===== config.mk =====
export PLATFORM = sky130hd
export DESIGN_NAME = alu_issue_ctrl_flat
export DESIGN_NICKNAME = d
export VERILOG_FILES = /design/src/rtl/alu_issue_ctrl_if.sv /design/src/rtl/alu_issue_ctrl.sv /design/src/flat_wrapper.sv
export SDC_FILE = /design/constraint.sdc
export NUM_CORES = 1
export LEC_CHECK = 0
export CAP_MARGIN = 40
export CORE_ASPECT_RATIO = 1.1
export CORE_MARGIN = 1
export CORE_UTILIZATION = 41
export CTS_CLUSTER_SIZE = 14
export DETAILED_ROUTE_END_ITERATION = 10
export MAX_ROUTING_LAYER = met4
export PLACE_DENSITY_LB_ADDON = 0.05
export SLEW_MARGIN = 10
export SYNTH_ARGS = -nofsm -noshare
export SYNTH_HDL_FRONTEND = slang
export SYNTH_SLANG_ARGS = --single-unit

===== constraint.sdc =====
create_clock -name clk -period 2.6 [get_ports clk]
set_input_delay 0.65 -clock clk [delete_from_list [all_inputs] [get_ports clk]]
set_output_delay 0.65 -clock clk [all_outputs]
set_load 0.05 [all_outputs]

===== src/rtl/alu_issue_ctrl_if.sv =====
// Instruction-in / result-out handshake bundle for the ALU issue controller.
interface alu_issue_ctrl_if;
  localparam int unsigned DW = 32;

  logic          in_valid;
  logic          in_ready;
  logic [DW-1:0] instr;
  logic [DW-1:0] rs_val;
  logic [DW-1:0] rt_val;
  logic          out_valid;
  logic          out_ready;
  logic [DW-1:0] resultado;
  logic          zero;
  logic          branch_taken;
  logic          illegal;

  // Producer of instructions and consumer of results.
  modport master (
    output in_valid, instr, rs_val, rt_val, out_ready,
    input  in_ready, out_valid, resultado, zero, branch_taken, illegal
  );

  // The issue controller itself.
  modport slave (
    input  in_valid, instr, rs_val, rt_val, out_ready,
    output in_ready, out_valid, resultado, zero, branch_taken, illegal
  );
endinterface


===== src/rtl/alu_issue_ctrl.sv =====
// Decodes one MIPS-style instruction, drives the external combinational ALU
// from registers, and returns the captured result over a valid/ready handshake.
module alu_issue_ctrl #(
  parameter int unsigned CNT_W = 16
) (
  input  logic                clk,
  input  logic                rst,
  alu_issue_ctrl_if.slave     bus,
  output logic [31:0]         alu_dato1,
  output logic [31:0]         alu_dato2,
  output logic [3:0]          alu_op,
  input  logic [31:0]         alu_datoout,
  input  logic                alu_zf,
  output logic [CNT_W-1:0]    retired
);

  localparam int unsigned DW  = 32;
  localparam int unsigned OPW = 4;

  localparam logic [OPW-1:0] OP_AND = 4'b0000;
  localparam logic [OPW-1:0] OP_OR  = 4'b0001;
  localparam logic [OPW-1:0] OP_ADD = 4'b0010;
  localparam logic [OPW-1:0] OP_SUB = 4'b0110;
  localparam logic [OPW-1:0] OP_SLT = 4'b0111;
  localparam logic [OPW-1:0] OP_NOR = 4'b1100;
  localparam logic [OPW-1:0] OP_ILL = 4'b1111;

  typedef enum logic [1:0] {IDLE, EXEC, DONE} state_t;

  state_t state_q, state_d;

  logic [5:0]     opcode, funct;
  logic [15:0]    imm;
  logic [OPW-1:0] dec_op;
  logic [DW-1:0]  dec_d2;
  logic           dec_beq, dec_ill;
  logic           is_beq_q, illegal_q;

  logic accept_c, retire_c, load_res_c, in_ready_d, out_valid_d;

  assign opcode = bus.instr[31:26];
  assign funct  = bus.instr[5:0];
  assign imm    = bus.instr[15:0];

  // Instruction decode: ALU op code, second operand and status flags.
  always_comb begin
    dec_op  = OP_ILL;
    dec_d2  = bus.rt_val;
    dec_beq = 1'b0;
    dec_ill = 1'b0;
    case (opcode)
      6'h00: begin
        case (funct)
          6'h20:   dec_op = OP_ADD;
          6'h22:   dec_op = OP_SUB;
          6'h24:   dec_op = OP_AND;
          6'h25:   dec_op = OP_OR;
          6'h27:   dec_op = OP_NOR;
          6'h2A:   dec_op = OP_SLT;
          default: dec_ill = 1'b1;
        endcase
      end
      6'h08, 6'h23, 6'h2B: begin
        dec_op = OP_ADD;
        dec_d2 = {{16{imm[15]}}, imm};
      end
      6'h0A: begin
        dec_op = OP_SLT;
        dec_d2 = {{16{imm[15]}}, imm};
      end
      6'h0C: begin
        dec_op = OP_AND;
        dec_d2 = {16'h0000, imm};
      end
      6'h0D: begin
        dec_op = OP_OR;
        dec_d2 = {16'h0000, imm};
      end
      6'h04: begin
        dec_op  = OP_SUB;
        dec_beq = 1'b1;
      end
      default: dec_ill = 1'b1;
    endcase
  end

  // State register.
  always_ff @(posedge clk) begin
    if (rst) state_q <= IDLE;
    else     state_q <= state_d;
  end

  // Next-state logic: accept in IDLE, one EXEC cycle, hold in DONE until consumed.
  always_comb begin
    state_d = state_q;
    case (state_q)
      IDLE:    if (bus.in_valid && bus.in_ready) state_d = EXEC;
      EXEC:    state_d = DONE;
      DONE:    if (bus.out_valid && bus.out_ready) state_d = IDLE;
      default: state_d = IDLE;
    endcase
  end

  // Output/enable logic; handshake flags are pre-computed and registered below.
  always_comb begin
    accept_c    = 1'b0;
    load_res_c  = 1'b0;
    retire_c    = 1'b0;
    in_ready_d  = (state_d == IDLE);
    out_valid_d = (state_d == DONE);
    case (state_q)
      IDLE:    accept_c   = bus.in_valid && bus.in_ready;
      EXEC:    load_res_c = 1'b1;
      DONE:    retire_c   = bus.out_valid && bus.out_ready;
      default: ;
    endcase
  end

  // Datapath and output registers.
  always_ff @(posedge clk) begin
    if (rst) begin
      bus.in_ready     <= 1'b0;
      bus.out_valid    <= 1'b0;
      bus.resultado    <= '0;
      bus.zero         <= 1'b0;
      bus.branch_taken <= 1'b0;
      bus.illegal      <= 1'b0;
      alu_dato1        <= '0;
      alu_dato2        <= '0;
      alu_op           <= '0;
      is_beq_q         <= 1'b0;
      illegal_q        <= 1'b0;
      retired          <= '0;
    end else begin
      bus.in_ready  <= in_ready_d;
      bus.out_valid <= out_valid_d;
      if (accept_c) begin
        alu_dato1 <= bus.rs_val;
        alu_dato2 <= dec_d2;
        alu_op    <= dec_op;
        is_beq_q  <= dec_beq;
        illegal_q <= dec_ill;
      end
      if (load_res_c) begin
        bus.resultado    <= alu_datoout;
        bus.zero         <= alu_zf;
        bus.branch_taken <= is_beq_q & alu_zf;
        bus.illegal      <= illegal_q;
      end
      if (retire_c) retired <= retired + CNT_W'(1);
    end
  end

endmodule


===== src/flat_wrapper.sv =====
// flat-port wrapper written by rule: the top's interface ports become plain ports
module alu_issue_ctrl_flat 
#(
  parameter int unsigned CNT_W = 16
)
  (clk, rst, alu_dato1, alu_dato2, alu_op, alu_datoout, alu_zf, retired, bus_in_valid, bus_instr, bus_rs_val, bus_rt_val, bus_out_ready, bus_in_ready, bus_out_valid, bus_resultado, bus_zero, bus_branch_taken, bus_illegal);
  alu_issue_ctrl_if bus_i ();
  input  logic clk;
  input  logic rst;
  output logic [31:0] alu_dato1;
  output logic [31:0] alu_dato2;
  output logic [3:0] alu_op;
  input  logic [31:0] alu_datoout;
  input  logic alu_zf;
  output logic [CNT_W-1:0] retired;
  input wire logic [$bits(bus_i.in_valid)-1:0] bus_in_valid;
  input wire logic [$bits(bus_i.instr)-1:0] bus_instr;
  input wire logic [$bits(bus_i.rs_val)-1:0] bus_rs_val;
  input wire logic [$bits(bus_i.rt_val)-1:0] bus_rt_val;
  input wire logic [$bits(bus_i.out_ready)-1:0] bus_out_ready;
  output wire logic [$bits(bus_i.in_ready)-1:0] bus_in_ready;
  output wire logic [$bits(bus_i.out_valid)-1:0] bus_out_valid;
  output wire logic [$bits(bus_i.resultado)-1:0] bus_resultado;
  output wire logic [$bits(bus_i.zero)-1:0] bus_zero;
  output wire logic [$bits(bus_i.branch_taken)-1:0] bus_branch_taken;
  output wire logic [$bits(bus_i.illegal)-1:0] bus_illegal;
  assign bus_i.in_valid = bus_in_valid;
  assign bus_i.instr = bus_instr;
  assign bus_i.rs_val = bus_rs_val;
  assign bus_i.rt_val = bus_rt_val;
  assign bus_i.out_ready = bus_out_ready;
  assign bus_in_ready = bus_i.in_ready;
  assign bus_out_valid = bus_i.out_valid;
  assign bus_resultado = bus_i.resultado;
  assign bus_zero = bus_i.zero;
  assign bus_branch_taken = bus_i.branch_taken;
  assign bus_illegal = bus_i.illegal;
  alu_issue_ctrl #(.CNT_W(CNT_W)) u_core (.clk(clk), .rst(rst), .bus(bus_i), .alu_dato1(alu_dato1), .alu_dato2(alu_dato2), .alu_op(alu_op), .alu_datoout(alu_datoout), .alu_zf(alu_zf), .retired(retired));
endmodule

==> flow_metrics.py, run 1 <==
metrics = {
    "cts": {
        "cts_resized": 0,
        "cts-root-buf": "clkbuf_16",
        "hold_buffers": 0,
        "clock_path_buffers": 2,
        "clkTransAtPathRegs_ns": 0.05,
        "cts.sinks": 125,
        "cts_tree": "done",
        "htree_levels": 4,
        "post_cts_buffers": 0,
        "clkLatencyLatePin_ns": 0.41,
        "cts_buffers": 17,
    },
    "critical_path": {
        "cpPeakStageDelay_ns": 0.84,
        "cp_data_required_time_ns": 1.95,
        "reg2reg_slack_ns": 0.84,
        "path_cells": "clkdlybuf4s50_1",
        "ff2ff_path_depth": 5,
        "critPathKind": "reg2out",
        "cp.depth": 1,
        "reg2reg_to": "u_core.retired[14]$_SDFFE_PP0P_",
        "crit_fanout": 6,
        "crit_path_end_kind": "output pin",
        "crit-reg2reg-launch": "u_core.retired[0]$_SDFFE_PP0P_",
        "slowest_stage": "clkdlybuf4s50_1",
        "cp-startpoint": "u_core.retired[3]$_SDFFE_PP0P_",
        "arrival_ns": 1.67,
        "path_buf_inv": 1,
        "crit_end": "retired[3]",
        "critPathLaunchType": "flop",
        "crit_family": "buffers and inverters",
    },
    "detailed_routing": {
        "vias_per_cell": 5.14,
        "drt-initial-drc-count": 324,
        "drt-total-wl_um": 15100,
        "ant_nets": 0,
        "via_count": 5247,
        "avgRoutedWirePerCell_um": 14.8,
        "drc": 0,
        "drt_first_pass_iters": 7,
    },
    "timing": {
        "timing.final.crit_share_pct": 89.4,
        "setup_viol": 0,
        "fin_crit_ns": 2.32,
        "clock_skew_ns": 0.00635,
        "fin_ws_ns": 0.277,
        "setup_tns_ns": 0,
        "relSlewSlack_pct": 59.1,
        "hold_viol_final": 0,
        "slew_violations": 0,
        "fmax_mhz": 430,
        "worst_pin_slew_ns": 0.614,
        "timing.hold.ws_ns": 0.450,
        "rsz0062_at_grt": "no",
    },
    "die": {
        "num_rows": 42,
        "start_util_pct": 42.4,
        "die_y_um": 120,
        "core_mm2": 0.0121,
        "die_x_um": 109,
        "dieArea_mm2": 0.0130,
        "io_pins": 254,
    },
    "finish": {
        "drive_above_1_share_pct": 10.2,
        "fin_nets": 988,
        "area_delta_synth_final_pct": 61.6,
        "diodes": 0,
        "final_util_pct": 68.6,
    },
    "synthesis": {
        "synth_cell_types": 54,
        "synth_edf_count": 0,
        "yosysSeqAreaShare_pct": 48.6,
        "async_flop_share_pct": 0,
        "syn_nets": 752,
        "avgSynthCellArea_um2": 8.33,
        "ys.warnings.count": 0,
        "netlist_area_mm2": 0.00515,
        "ys.flop_type": "dfxtp_1",
        "synth_seq_cells": 125,
        "syn_inst": 618,
    },
    "global_routing": {
        "grt_pass1_vias": 5064,
        "antenna_found_initial": 0,
        "grt_remaining_overflow": 0,
        "grt_max_degree": 60,
        "grt_pass1_wl_um": 24000,
        "grtUsageTotal_pct": 24.4,
    },
    "placement": {
        "place_ws_ns": 0.000535,
        "finalWeightedCongestion": 0.828,
        "dp_hpwl_um": 11100,
        "io_buffers": 243,
    },
    "power_and_ir_drop": {
        "switchingPower_uw": 1500,
        "p_leak_uw": 0.00295,
        "clkPwrFrac_pct": 40.3,
        "p_comb_share_pct": 20.7,
        "p_per_area_mw_per_mm2": 638,
        "pwr-share-seq_pct": 39.0,
        "swShare_pct": 28.2,
        "vdd_drop_max_uv": 419,
        "internal_power_uw": 3820,
    },
    "hold_path": {
        "hold_start": "u_core.bus.resultado[13]$_SDFFE_PP0N_",
        "min_path_type": "reg2reg",
        "holdPathStages": 2,
    },
    "status": {
        "status": "complete, no violations",
    },
    "run": {
        "maxCapViolations": 0,
    },
}
[through the flow]
stage	instances	cell area [µm²]	power, µW
after floorplan	618	5150	2740
after global placement	988	7780	3190
after detailed placement	989	7790	3210
after CTS	1020	8320	5360
after global routing	1020	8320	5530
final	1020	8320	5310
[sequential cells by signal, indices dropped and copies added (netlist names), 2 cells and up]
register,flops
u_core.alu_dato1,32
u_core.alu_dato2,32
u_core.alu_op,4
u_core.bus.resultado,32
u_core.retired,16
u_core.state_q,2
[synthesized netlist by cell type (9+ instances only)]
cell type	number	area, µm²
nand2_1	143	537
dfxtp_1	125	2500
a21oi_1	74	370
nor2_1	57	214
nand3_1	38	190
clkbuf_1	33	124
a311oi_1	11	96.3
a211oi_2	10	125
a311oi_2	9	135
nor3_1	9	45.0
o21ai_0	9	45.0
o21ai_1	9	45.0
[layout by cell type (no fill, tap or decap), types with 6 or more instances in the layout]
cell type,instances
xnor2_1,6
a211oi_2,10
buf_4,17
o21ai_0,9
clkdlybuf4s50_1,242
nor2_1,57
clkinv_2,6
a311oi_1,11
clkbuf_16,17
nand2_1,143
a21oi_1,74
dfxtp_1,125
a211oi_1,7
a311oi_2,9
o21ai_1,9
nand2b_1,7
nand4_1,6
nand3_1,38
nor3_1,9
[worst min path at each step]
| stage | end | slack, ns |
|---|---|---|
| after floorplan | u_core.bus.illegal$_SDFFE_PP0N_ | 0.43 |
| after global placement | u_core.bus.branch_taken$_SDFFE_PP0N_ | 0.44 |
| after detailed placement | u_core.bus.resultado[27]$_SDFFE_PP0N_ | 0.45 |
| after CTS | u_core.bus.resultado[27]$_SDFFE_PP0N_ | 0.45 |
| after global routing | u_core.bus.resultado[27]$_SDFFE_PP0N_ | 0.46 |
| final | u_core.bus.resultado[13]$_SDFFE_PP0N_ | 0.45 |
[area by class of cell]
type / instances / area, µm²
sequential: 125 / 2500
multi-input combinational: 444 / 2440
clock inverter: 8 / 67.6
fill: 1002 / 3820
clock buffer: 23 / 468
inverter: 2 / 7.51
tap: 154 / 193
timing repair buffer: 264 / 2640
[cells by family (layout without fill, tap and decap cells)]
| kind of cell | after synthesis | in the layout | synth area share [%] |
|---|---|---|---|
| buf+inv | 49 | 297 | 4.11 |
| simple gates | 290 | 290 | 25.7 |
| mux | 3 | 3 | 0.656 |
| flops | 125 | 125 | 48.6 |
| compound gates | 141 | 141 | 19.1 |
| xor+xnor | 9 | 9 | 1.53 |
| fa+ha+maj | 1 | 1 | 0.243 |
[layer usage]
| metal | GRT usage [%] | wire length (µm) | up-vias |
|---|---|---|---|
| met5 | - | 0 | - |
| met4 | 11.1 | 403 | 0 |
| met3 | 6.63 | 978 | 28 |
| met2 | 40.8 | 7660 | 195 |
| met1 | 26.8 | 6090 | 2416 |
| li1 | - | - | 2608 |
[power by group through the flow]
stage	registers [µW]	logic [µW]	clock network [µW]
after floorplan	2440	294	0
after global placement	2110	1080	0
after detailed placement	2110	1100	0
after CTS	2070	1100	2190
after global routing	2080	1160	2280
final	2070	1100	2140
Note: power is estimated with default switching activity, not from simulation.
==> run 2, diff against run 1 <==
--- a/config.mk
+++ b/config.mk
@@ -7,7 +7,6 @@
 export LEC_CHECK = 0
 export CAP_MARGIN = 40
 export CORE_ASPECT_RATIO = 1.1
-export CORE_MARGIN = 1
 export CORE_UTILIZATION = 41
 export CTS_CLUSTER_SIZE = 14
 export DETAILED_ROUTE_END_ITERATION = 10
==> results of run 2 <==
Same layout as run 1: the final DEF is identical, and so are final timing and power.
